[config.mk]
export PLATFORM = sky130hd
export DESIGN_NAME = mem_wb_reg
export DESIGN_NICKNAME = d
export VERILOG_FILES = /design/src/rtl/mem_wb_reg_pkg.sv /design/src/rtl/mem_wb_reg_load_ext.sv /design/src/rtl/mem_wb_reg.sv
export SDC_FILE = /design/constraint.sdc
export NUM_CORES = 1
export LEC_CHECK = 0
export ABC_AREA = 1
export BUFFER_PORTS_ARGS = -buffer_cell sky130_fd_sc_hd__buf_2
export CAP_MARGIN = 20
export CELL_PAD_IN_SITES_DETAIL_PLACEMENT = 1
export CELL_PAD_IN_SITES_GLOBAL_PLACEMENT = 1
export CORE_UTILIZATION = 35
export CTS_CLUSTER_DIAMETER = 120
export DETAILED_ROUTE_END_ITERATION = 12
export PLACE_DENSITY = 0.93
export SYNTH_ARGS = -nofsm -noshare
export SYNTH_HDL_FRONTEND = slang
export SYNTH_SLANG_ARGS = --single-unit
export TNS_END_PERCENT = 10
[constraint.sdc]
create_clock -name clk -period 4 [get_ports clk]
set_clock_uncertainty 0.15 [all_clocks]
set_input_delay 1 -clock clk [delete_from_list [all_inputs] [get_ports clk]]
set_output_delay 1 -clock clk [all_outputs]
set_load 0.05 [all_outputs]
[src/rtl/mem_wb_reg_pkg.sv]
// Shared MEM/WB definitions: load-type codes, default widths, load classifier.
package mem_wb_reg_pkg;

  localparam int WIDTH_INSTR = 8;
  localparam int WIDTH_LDT   = 3;

  localparam logic [2:0] LD_NONE = 3'd0;
  localparam logic [2:0] LD_W    = 3'd1;
  localparam logic [2:0] LD_H    = 3'd2;
  localparam logic [2:0] LD_HU   = 3'd3;
  localparam logic [2:0] LD_B    = 3'd4;
  localparam logic [2:0] LD_BU   = 3'd5;

  // Codes 6/7 are reserved and behave like LD_NONE.
  function automatic logic is_load(input logic [2:0] ldt);
    return (ldt >= LD_W) && (ldt <= LD_BU);
  endfunction

endpackage

[src/rtl/mem_wb_reg_load_ext.sv]
// Load alignment and sign/zero extension with misalignment detection.
module mem_wb_reg_load_ext
  import mem_wb_reg_pkg::*;
#(
  parameter int LDT_W = WIDTH_LDT
) (
  input  logic [31:0]      word,
  input  logic [1:0]       addr,
  input  logic [LDT_W-1:0] loadType,
  output logic [31:0]      ext,
  output logic             misaligned
);

  logic [15:0] half;
  logic [7:0]  byte_sel;

  assign half     = addr[1] ? word[31:16] : word[15:0];
  assign byte_sel = word[8*addr +: 8];

  // Select and extend the addressed lane; flag illegal word/halfword alignment.
  always_comb begin
    ext        = 32'd0;
    misaligned = 1'b0;
    case (loadType)
      LDT_W'(LD_W): begin
        ext        = word;
        misaligned = (addr != 2'd0);
      end
      LDT_W'(LD_H): begin
        ext        = {{16{half[15]}}, half};
        misaligned = addr[0];
      end
      LDT_W'(LD_HU): begin
        ext        = {16'd0, half};
        misaligned = addr[0];
      end
      LDT_W'(LD_B):  ext = {{24{byte_sel[7]}}, byte_sel};
      LDT_W'(LD_BU): ext = {24'd0, byte_sel};
      default:       ext = 32'd0;
    endcase
  end

endmodule

[src/rtl/mem_wb_reg.sv]
// MEM/WB pipeline register: load extension, write-back select, retire counter.
module mem_wb_reg
  import mem_wb_reg_pkg::*;
#(
  parameter int INSTR_W = WIDTH_INSTR,
  parameter int LDT_W   = WIDTH_LDT
) (
  input  logic               clk,
  input  logic               reset,
  input  logic               en,
  input  logic               flush,
  input  logic [INSTR_W-1:0] instr_MEM,
  input  logic [31:0]        PC_MEM,
  input  logic               valid_MEM,
  input  logic [31:0]        memAddr_MEM,
  input  logic [31:0]        memReadData_MEM,
  input  logic [LDT_W-1:0]   loadType_MEM,
  input  logic [4:0]         regWriteAddr_MEM,
  input  logic [31:0]        regWriteData_MEM,
  output logic [INSTR_W-1:0] instr_WB,
  output logic [31:0]        PC_WB,
  output logic               valid_WB,
  output logic [31:0]        memReadData_WB,
  output logic [4:0]         regWriteAddr_WB,
  output logic [31:0]        regWriteData_WB,
  output logic               excAdEL_WB,
  output logic [31:0]        retireCnt
);

  logic [31:0] ext;
  logic        mis;
  logic        ld;
  logic [31:0] nxt_mrd;
  logic [31:0] nxt_wdata;
  logic [4:0]  nxt_waddr;
  logic        nxt_exc;
  logic [31:0] retire_q;

  mem_wb_reg_load_ext #(.LDT_W(LDT_W)) u_ext (
    .word      (memReadData_MEM),
    .addr      (memAddr_MEM[1:0]),
    .loadType  (loadType_MEM),
    .ext       (ext),
    .misaligned(mis)
  );

  assign ld = is_load(3'(loadType_MEM));

  // Next-state WB values: a misaligned load or bubble suppresses the write;
  // writes to $0 always carry zero data.
  always_comb begin
    nxt_exc   = valid_MEM & mis;
    nxt_mrd   = mis ? 32'd0 : ext;
    nxt_waddr = (!valid_MEM || mis) ? 5'd0 : regWriteAddr_MEM;
    nxt_wdata = ld ? ext : regWriteData_MEM;
    if (mis || !valid_MEM || regWriteAddr_MEM == 5'd0)
      nxt_wdata = 32'd0;
  end

  // Pipeline register bank: reset > flush (bubble) > hold > capture.
  always_ff @(posedge clk) begin
    if (reset || flush) begin
      instr_WB        <= '0;
      PC_WB           <= 32'd0;
      valid_WB        <= 1'b0;
      memReadData_WB  <= 32'd0;
      regWriteAddr_WB <= 5'd0;
      regWriteData_WB <= 32'd0;
      excAdEL_WB      <= 1'b0;
    end else if (en) begin
      instr_WB        <= instr_MEM;
      PC_WB           <= PC_MEM;
      valid_WB        <= valid_MEM;
      memReadData_WB  <= nxt_mrd;
      regWriteAddr_WB <= nxt_waddr;
      regWriteData_WB <= nxt_wdata;
      excAdEL_WB      <= nxt_exc;
    end
  end

  // Count instructions leaving WB, whether replaced by capture or by a bubble.
  always_ff @(posedge clk) begin
    if (reset)
      retire_q <= 32'd0;
    else if (valid_WB && (en || flush))
      retire_q <= retire_q + 32'd1;
  end

  assign retireCnt = retire_q;

endmodule
==> results of run 1 <==
[state kept, by name, indices dropped and copies added, names as in the netlist]
register         cells
instr_WB             8
PC_WB               32
valid_WB             1
excAdEL_WB           1
memReadData_WB      32
retireCnt           32
regWriteAddr_WB      5
regWriteData_WB     32
[metal layers]
metal	global-route usage [%]	vias up	share of wire [%]
li1	-	3867	-
met1	30.0	3782	40
met2	46.3	298	50
met3	6.75	61	7.2
met4	12.2	0	3.6
met5	0	-	0
[cells in the final DEF, fill, tap and decap left out, types with 3 or more instances in the layout]
master,synthesis,layout
buf_2,16,261
nor3_1,10,10
nand2_1,396,396
a21oi_1,130,130
nor2_2,4,4
dfxtp_1,143,143
xor2_1,4,4
nand4_1,29,29
inv_8,0,7
inv_6,0,4
buf_4,4,11
o21ai_0,29,29
nand3_1,81,81
a31oi_1,3,3
clkbuf_16,0,17
nor2_1,83,83
inv_1,62,61
[worst register-to-register path, cell delays in order (launching register included)]
cell	delay (ns)
dfxtp_1	0.43
nand2_1	0.11
nor2_1	0.23
nand3_1	0.16
nor2_1	0.33
nand2_1	0.19
nor2_1	0.17
nand2_1	0.07
nand2_1	0.07
nor2_1	0.05
[through the flow]
stage | setup WS, ns | cells | total power, mW | instance area, µm²
after floorplan | 1.75 | 1053 | 1.80 | 6810
after global placement | 1.01 | 1527 | 1.95 | 8310
after detailed placement | 0.923 | 1527 | 1.96 | 8310
after CTS | 1.43 | 1559 | 3.63 | 8920
after global routing | 1.06 | 1560 | 3.73 | 8920
final | 1.37 | 1561 | 3.59 | 8930
[layout make-up]
class,count,area (µm²)
clock buffers,17,425
repair buffers,274,1430
clock inverters,15,185
inverters,65,246
diodes,2,5.00
fillers,2610,9970
flip-flops and latches,143,2860
multi-input cells,785,3450
well taps,260,325
[cells by family (layout without fill, tap and decap cells)]
group / count (synthesis) / in the layout / synth area share [%]
flip-flops: 143 / 143 / 42.1
adder cells (fa/ha/maj): 1 / 1 / 0.184
buffers and inverters: 125 / 371 / 7.41
XOR/XNOR: 6 / 6 / 0.772
AO/OA/AOI/OAI: 170 / 170 / 12.8
AND/OR/NAND/NOR: 608 / 608 / 36.7
other: 0 / 2 / 0
[power groups by stage]
stage / clock network, mW / registers, mW / logic, mW
after floorplan: 0 / 1.59 / 0.206
after global placement: 0 / 1.50 / 0.457
after detailed placement: 0 / 1.50 / 0.466
after CTS: 1.69 / 1.46 / 0.470
after global routing: 1.75 / 1.47 / 0.510
final: 1.66 / 1.46 / 0.471
[Yosys cell counts]
cell type	number	area share (%)
o21ai_0	29	2.1
ha_1	1	0.18
dfxtp_1	143	42
nand2_2	1	0.092
a31oi_1	3	0.28
o211ai_1	2	0.22
inv_1	62	3.4
xnor2_1	2	0.26
nor3_1	10	0.74
xor2_1	4	0.51
o21ai_1	1	0.073
nand2_4	1	0.17
buf_1	6	0.33
buf_4	4	0.44
o21bai_1	2	0.22
nand4_1	29	2.7
o21ai_2	2	0.26
inv_2	3	0.17
and2_1	1	0.092
nand2_1	396	22
nand3b_1	1	0.11
clkbuf_1	34	1.9
buf_2	16	1.2
nand3_1	81	6.0
o21a_1	1	0.11
nor2_2	4	0.37
a21oi_1	130	9.6
nor2_1	83	4.6
nor3_2	1	0.15
[worst paths after layout]
check                  endpoint  slack [ns]                from
max reg2reg       retireCnt[19]        1.94        retireCnt[4]
min          regWriteAddr_WB[0]        0.31  regWriteAddr_WB[0]
min reg2reg  regWriteAddr_WB[0]        0.31  regWriteAddr_WB[0]
max          regWriteData_WB[7]        1.37     loadType_MEM[2]
==> flow_metrics.env, run 1 <==
export IMPL_status="finished clean"
export IMPL_cts_resized=0
export IMPL_ys_ff_latch=143
export IMPL_nets=1436
export IMPL_critPathCaptureType="flop"
export IMPL_htreeDepth=4
export IMPL_route_detailed_drc=0
export IMPL_worst_path_stages=9
export IMPL_start_util_pct=36.0
export IMPL_slew_headroom_pct=54.0
export IMPL_start_kind="input port"
export IMPL_fin_hold_ws_ns=0.312
export IMPL_cp_required_ns=4.21
export IMPL_rsz0062_at_grt="false"
export IMPL_final_core_util_pct=47.2
export IMPL_cp_slowest_cell="nor2_1"
export IMPL_root_buffer="clkbuf_16"
export IMPL_finalHoldViolations=0
export IMPL_wirelength_um=26000
export IMPL_ys_types=29
export IMPL_ant_nets=0
export IMPL_fin_tns_setup_ns=0
export IMPL_cap_violations=0
export IMPL_grt_ovfl_total=0
export IMPL_vias=8008
export IMPL_cts_buffer_depth=2
export IMPL_insertion_delay_ns=0.43
export IMPL_syn_to_final_growth_pct=31.1
export IMPL_fmax_mhz=381
export IMPL_p_int_mw=2.49
export IMPL_power_density_mw_per_mm2=403
export IMPL_worstMarginPinSlew_ns=0.683
export IMPL_rr_worst_depth=9
export IMPL_dp_hpwl_um=18900
export IMPL_pin_count=292
export IMPL_max_stage_delay_ns=0.61
export IMPL_drive_above_1_share_pct=24.6
export IMPL_seq_area_frac_synth_pct=42.1
export IMPL_yosys_warnings=0
export IMPL_coreArea_mm2=0.0189
export IMPL_antenna_found_initial=1
export IMPL_portBuffers=261
export IMPL_p_sw_mw=1.10
export IMPL_synth_avg_cell_area_um2=6.47
export IMPL_grt_pass1_wl_um=41200
export IMPL_rows=50
export IMPL_cts_setup_buffers=0
export IMPL_synthesis_area_mm2=0.00681
export IMPL_maxSlewViolCount=0
export IMPL_die_w_um=141
export IMPL_synth_fp_nets=1203
export IMPL_post_drt_wl_per_cell_um=16.7
export IMPL_path_cells="buf_2, nand2_1, nor2_1, nand2_1, o21ai_0, nor2_1, nand2_1, nand2_1, a21oi_1"
export IMPL_crit_type="input port to flop"
export IMPL_grt_pass1_vias=8065
export IMPL_path_buf_inv=1
export IMPL_seqPwrFrac_pct=40.8
export IMPL_setup_viol=0
export IMPL_syn_inst=1053
export IMPL_combPwrFrac_pct=13.1
export IMPL_cp_top_family="simple AND/OR/NAND/NOR gates"
export IMPL_path_clk_slew_ns=0.07
export IMPL_switching_share_pct=30.6
export IMPL_drt_iter0_markers=418
export IMPL_min_delay_path_depth=2
export IMPL_holdBufCountCts=0
export IMPL_crit_fanout=17
export IMPL_die_y_um=141
export IMPL_grt_max_degree=76
export IMPL_min_path_type="flop to flop"
export IMPL_cp_arrival_ns=2.83
export IMPL_cts_tree="yes"
export IMPL_cts_sinks=143
export IMPL_drt_vias_per_instance=5.13
export IMPL_power_leakage_nw=4.12
export IMPL_cp_common_cell="nand2_1"
export IMPL_pwr_share_clk_pct=46.1
export IMPL_grt_total_usage_pct=26.4
export IMPL_first_pass_iters=5
export IMPL_cts_buffers=17
export IMPL_ir_drop_uv=307
export IMPL_place_congestion=0.910
export IMPL_dieArea_mm2=0.0200
export IMPL_finalCriticalPeriod_ns=2.63
export IMPL_period_share_pct=65.7
Note: power is estimated with default switching activity, not from simulation.
==> run 2: changes to the inputs <==
- CORE_UTILIZATION: 35 -> 29
- PLACE_DENSITY: 0.93 -> 0.83
- clock period: 4 -> 2.3 ns (I/O delays scaled with it)
==> run 2 against run 1 <==
  * Via count shrank 0.22%
  * Sequential share of layout area shrank 0.80 points
  * Global-route usage down 4.8 points
  * Total power grew 73%
  * Critical path depth is the same
  * Combinational power is 80% higher
  * Clock-buffer cell count unchanged
  * Clock power up 70%
  * Sequential power up 75%
  * Final cell count is 4.5% higher
  * Routed wire length up 1.1%
==> flow_metrics.env, run 2 (same netlist as run 1, synthesis figures left out) <==
export IMPL_critPathCaptureType="flop"
export IMPL_timing_final_ws_setup_ns=0.343
export IMPL_min_path_type="input port to flop"
export IMPL_grt_pass1_wl_um=40700
export IMPL_r2r_start="retireCnt[4]"
export IMPL_root_buffer="clkbuf_16"
export IMPL_path_clk_slew_ns=0.08
export IMPL_drive_above_1_share_pct=25.6
export IMPL_portBuffers=261
export IMPL_cts_tree="yes"
export IMPL_final_common_cell="nand2_1"
export IMPL_drt_iter0_markers=365
export IMPL_worstMarginPinSlew_ns=0.754
export IMPL_n_antenna_cell=0
export IMPL_layout_common_cells="nand2_1, buf_2, dfxtp_1, a21oi_1, nor2_1"
export IMPL_cts_setup_buffers=0
export IMPL_cts_sinks=143
export IMPL_rows=55
export IMPL_vias=7990
export IMPL_crit_type="flop to flop"
export IMPL_dp_slack_ns=0.0112
export IMPL_grt_pass1_vias=7788
export IMPL_min_from="PC_MEM[11]"
export IMPL_path_buf_inv=0
export IMPL_finalHoldViolations=0
export IMPL_cp_top_family="simple AND/OR/NAND/NOR gates"
export IMPL_power_leakage_nw=4.21
export IMPL_rsz0062_at_grt="false"
export IMPL_ir_drop_uv=569
export IMPL_period_share_pct=85.1
export IMPL_finalCriticalPeriod_ns=1.96
export IMPL_post_drt_wl_per_cell_um=16.1
export IMPL_seqPwrFrac_pct=40.9
export IMPL_max_stage_delay_ns=0.44
export IMPL_htreeDepth=4
export IMPL_place_congestion=0.875
export IMPL_drt_vias_per_instance=4.90
export IMPL_switching_share_pct=31.4
export IMPL_holdBufCountCts=0
export IMPL_grt_total_usage_pct=21.6
export IMPL_p_sw_mw=1.96
export IMPL_cp_arrival_ns=2.11
export IMPL_cap_violations=0
export IMPL_status="finished clean"
export IMPL_pin_count=292
export IMPL_route_detailed_drc=0
export IMPL_grt_ovfl_total=0
export IMPL_startpoint="retireCnt[4]"
export IMPL_slew_headroom_pct=49.8
export IMPL_crit_fanout=6
export IMPL_start_util_pct=29.8
export IMPL_insertion_delay_ns=0.42
export IMPL_syn_to_final_growth_pct=34.5
export IMPL_grt_max_degree=77
export IMPL_coreArea_mm2=0.0228
export IMPL_wirelength_um=26300
export IMPL_setup_viol=0
export IMPL_cp_slowest_cell="dfxtp_1"
export IMPL_combPwrFrac_pct=13.6
export IMPL_ant_nets=0
export IMPL_power_density_mw_per_mm2=681
export IMPL_cts_buffer_depth=2
export IMPL_antenna_found_initial=4
export IMPL_path_cells="nand2_1, nor2_1, nand3_1, nor2_1, nand2_1, nor2_1, nand2_1, nand2_1, nor2_1"
export IMPL_dp_hpwl_um=19800
export IMPL_die_w_um=155
export IMPL_pwr_share_clk_pct=45.5
export IMPL_cts_buffers=17
export IMPL_maxSlewViolCount=0
export IMPL_dieArea_mm2=0.0241
export IMPL_first_pass_iters=4
export IMPL_die_y_um=155
export IMPL_nets=1455
export IMPL_start_kind="flop"
export IMPL_p_int_mw=4.27
export IMPL_final_core_util_pct=40.1
export IMPL_cts_resized=0
export IMPL_fmax_mhz=511
export IMPL_cp_required_ns=2.46
## run 2: tightest hold or removal path, stage by stage
cell and delay (ns):
buf_2 0.09, nand2_1 0.05, a21oi_1 0.05
## run 2: final timing paths
kind,end,slack [ns],cells after the start
max,retireCnt[17],0.34,9
min,PC_WB[11],0.24,3
max reg2reg,retireCnt[17],0.34,9
min reg2reg,PC_WB[11],0.31,2
## run 2: power by group through the flow
| stage | Sequential, mW | Combinational [mW] | Clock [mW] |
|---|---|---|---|
| 6_report | 2.55 | 0.849 | 2.83 |
| 5_1_grt | 2.55 | 0.921 | 3.01 |
| 4_1_cts | 2.55 | 0.854 | 2.91 |
| 3_5_place_dp | 2.60 | 0.849 | 0 |
| 3_3_place_gp | 2.60 | 0.833 | 0 |
| 2_1_floorplan | 2.77 | 0.357 | 0 |
## run 2: metal layers
| layer | wire [µm] | GRT usage, % | vias to the layer above |
|---|---|---|---|
| met5 | 55 | 0 | - |
| met4 | 695 | 7.66 | 8 |
| met3 | 2230 | 7.33 | 46 |
| met2 | 12600 | 36.4 | 243 |
| met1 | 10700 | 25.4 | 3784 |
| li1 | - | - | 3909 |
## run 2: layout make-up
cell class,instances,area [µm²]
fill,3062,13700
multi-input combinational,785,3450
sequential,143,2860
timing repair buffer,293,1590
clock buffer,17,425
tap,313,392
inverter,65,246
clock inverter,15,189
## run 2: metrics by stage
stage          TNS (ns)  hold slack, ns  power, mW  area (µm²)  cells
5_1_grt               0           0.224       6.49        9150   1631
3_3_place_gp      -7.21           0.295       3.44        8520   1598
4_1_cts               0           0.220       6.31        9150   1631
3_5_place_dp          0           0.302       3.45        8540   1599
6_report              0           0.238       6.23        9150   1631
2_1_floorplan         0           0.536       3.13        6810   1053
==> run 3: changes to the inputs <==
- ABC_AREA: 1 -> unset
- CORE_MARGIN: unset -> 2
- CORE_UTILIZATION: 29 -> 31
- GPL_ROUTABILITY_DRIVEN: unset -> 0
==> run 3 against run 2 <==
  * Non-clock buffer count grew 11
  * Clock-buffer cell count increased by 3
  * Critical endpoint is now retireCnt[31]
  * Highest routed layer is now met4
  * Largest power group unchanged
  * Global-route usage decreased by 0.57 points
  * Worst hold slack lost 0.0089 ns
  * Register-to-register slack worse by 0.15 ns
  * Total power down 3.2%
  * Die area shrank 9.5%
  * Routed wire length shrank 11%
  * Synthesized cell count is 37% lower
==> flow_metrics.env, run 3 <==
export IMPL_cts_sinks=143
export IMPL_dp_hpwl_um=17200
export IMPL_setup_viol=0
export IMPL_drive_above_1_share_pct=38.5
export IMPL_synth_commonest_cells="dfxtp_1, nor2_1, mux2i_1"
export IMPL_p_sw_mw=1.68
export IMPL_fin_tns_setup_ns=0
export IMPL_fin_area_mm2=0.00879
export IMPL_period_share_pct=91.6
export IMPL_status="finished clean"
export IMPL_path_clk_slew_ns=0.06
export IMPL_switching_share_pct=27.9
export IMPL_insertion_delay_ns=0.42
export IMPL_cap_violations=0
export IMPL_die_y_um=148
export IMPL_fmax_mhz=475
export IMPL_route_detailed_drc=0
export IMPL_ys_ff_latch=143
export IMPL_rsz0062_at_grt="false"
export IMPL_synth_fp_nets=817
export IMPL_finalCriticalPeriod_ns=2.11
export IMPL_cts_buffer_depth=2
export IMPL_final_core_util_pct=43.4
export IMPL_ir_drop_uv=489
export IMPL_m1WireLength_um=9710
export IMPL_vias=6393
export IMPL_cp_required_ns=2.45
export IMPL_yosysMostFrequentCell="dfxtp_1"
export IMPL_layout_common_cells="buf_2, dfxtp_1, nor2_1, mux2i_1, a221o_1"
export IMPL_ant_nets=0
export IMPL_syn_inst=667
export IMPL_seqPwrFrac_pct=42.3
export IMPL_die_w_um=148
export IMPL_p_int_mw=4.35
export IMPL_grt_ovfl_total=0
export IMPL_min_path_type="input port to flop"
export IMPL_portBuffers=261
export IMPL_pin_count=292
export IMPL_dieArea_mm2=0.0218
export IMPL_cts_buffers=17
export IMPL_start_util_pct=31.6
export IMPL_slew_headroom_pct=52.4
export IMPL_power_leakage_nw=4.05
export IMPL_maxSlewViolCount=0
export IMPL_syn_to_final_growth_pct=37.3
export IMPL_maxUsedRoutingLayer="met4"
export IMPL_drt_iter0_markers=330
export IMPL_synthesis_area_mm2=0.00640
export IMPL_startpoint="retireCnt[6]"
export IMPL_finalHoldViolations=0
export IMPL_synth_area_top_cells="dfxtp_1, mux2i_1, a221o_1"
export IMPL_start_kind="flop"
export IMPL_wl_met3_um=1480
export IMPL_coreArea_mm2=0.0202
export IMPL_drt_vias_per_instance=5.24
export IMPL_crit_type="flop to flop"
export IMPL_cp_arrival_ns=2.25
export IMPL_seq_area_frac_synth_pct=44.7
export IMPL_synth_edff_count=0
export IMPL_yosys_warnings=0
export IMPL_grt_max_degree=49
export IMPL_htreeDepth=4
export IMPL_rows=52
export IMPL_ys_flop_type="dfxtp_1"
export IMPL_synth_avg_cell_area_um2=9.60
export IMPL_r2r_start="retireCnt[6]"
export IMPL_power_density_mw_per_mm2=686
export IMPL_root_buffer="clkbuf_16"
export IMPL_nets=1086
export IMPL_combPwrFrac_pct=12.7
export IMPL_nFillCells=2409
export IMPL_synth_top_area_share_pct=44.7
export IMPL_first_pass_iters=4
export IMPL_wl_met2_um=11500
export IMPL_grt_pass1_wl_um=36100
export IMPL_antenna_found_initial=1
export IMPL_ys_types=55
export IMPL_grt_pass1_vias=6545
export IMPL_synth_largest_area_cell="dfxtp_1"
export IMPL_wirelength_um=23300
export IMPL_critPathCaptureType="flop"
export IMPL_pwr_share_clk_pct=45.0
export IMPL_crit_fanout=7
export IMPL_synthArstFlopShare_pct=0
export IMPL_worstMarginPinSlew_ns=0.714
export IMPL_post_drt_wl_per_cell_um=19.1
export IMPL_min_from="regWriteData_MEM[0]"
export IMPL_placed_area_mm2=0.00822
export IMPL_cts_tree="yes"
export IMPL_final_common_cell="buf_2"
export IMPL_grt_total_usage_pct=21.0
## run 3: changes by cell type after synthesis, sizes merged, moves of 45 or more
cell / previous run / this run
a21oi: 130 / 16
a221o: 0 / 45
mux2i: 0 / 57
inv: 65 / 6
nand3: 81 / 15
nand2: 398 / 45
## run 3: final timing paths
kind	cells after the start	to	slack, ns
min	2	regWriteData_WB[0]	0.23
max reg2reg	4	retireCnt[31]	0.19
min reg2reg	2	memReadData_WB[14]	0.31
max	4	retireCnt[31]	0.19
## run 3: final cells by class
type	count	area (µm²)	share of cell area, %
clock inverter	12	108	1.22
inverter	6	22.5	0.256
tap	270	338	3.84
timing repair buffer	304	1730	19.7
multi-input combinational	464	3270	37.2
sequential	143	2860	32.6
antenna	1	2.50	0.0285
clock buffer	20	457	5.20
## run 3: worst max-delay path, stage by stage (launching register included)
cell and delay (ns):
dfxtp_1 0.39, and4_1 0.41, nand3_1 0.29, nor4_2 0.37, mux2_2 0.38
## run 3: repair_timing
| item | in CTS | in global routing |
|---|---|---|
| resized for setup | 0 | 1 |
| setup endpoints to repair | 0 | 1 |
| hold buffers | 0 | 0 |
| buffers inserted | 0 | 0 |
## run 3: kinds of logic (layout without fill, tap and decap cells)
logic type	count (synthesis)	count (layout)	share of synthesized area, %
compound gates	158	158	19.8
xor+xnor	10	10	1.37
fa+ha+maj	1	1	0.195
buf+inv	60	342	4.40
flops	143	143	44.7
mux	72	72	11.6
other cells	0	1	0
simple gates	223	223	17.9
## run 3: metal layers
metal	up-vias	track usage (%)
met4	0	8.41
met3	37	5.52
li1	3032	-
met2	217	37.0
met1	3107	24.2
met5	-	0
## run 3: per-stage QoR
stage	instances	worst slack, ns	hold WS, ns	total power [mW]
6_report	1220	0.193	0.229	6.03
5_1_grt	1219	0.0867	0.227	6.23
4_1_cts	1219	0.0936	0.206	6.07
3_5_place_dp	1187	-0.0703	0.296	3.37
3_3_place_gp	1187	-0.0260	0.280	3.35
2_1_floorplan	667	0.0748	0.524	3.07
## run 3: power by group through the flow
stage	Combinational (mW)	Clock, mW	Sequential (mW)
6_report	0.765	2.71	2.55
4_1_cts	0.769	2.75	2.55
2_1_floorplan	0.296	0	2.77
5_1_grt	0.814	2.86	2.56
3_3_place_gp	0.749	0	2.60
3_5_place_dp	0.764	0	2.61
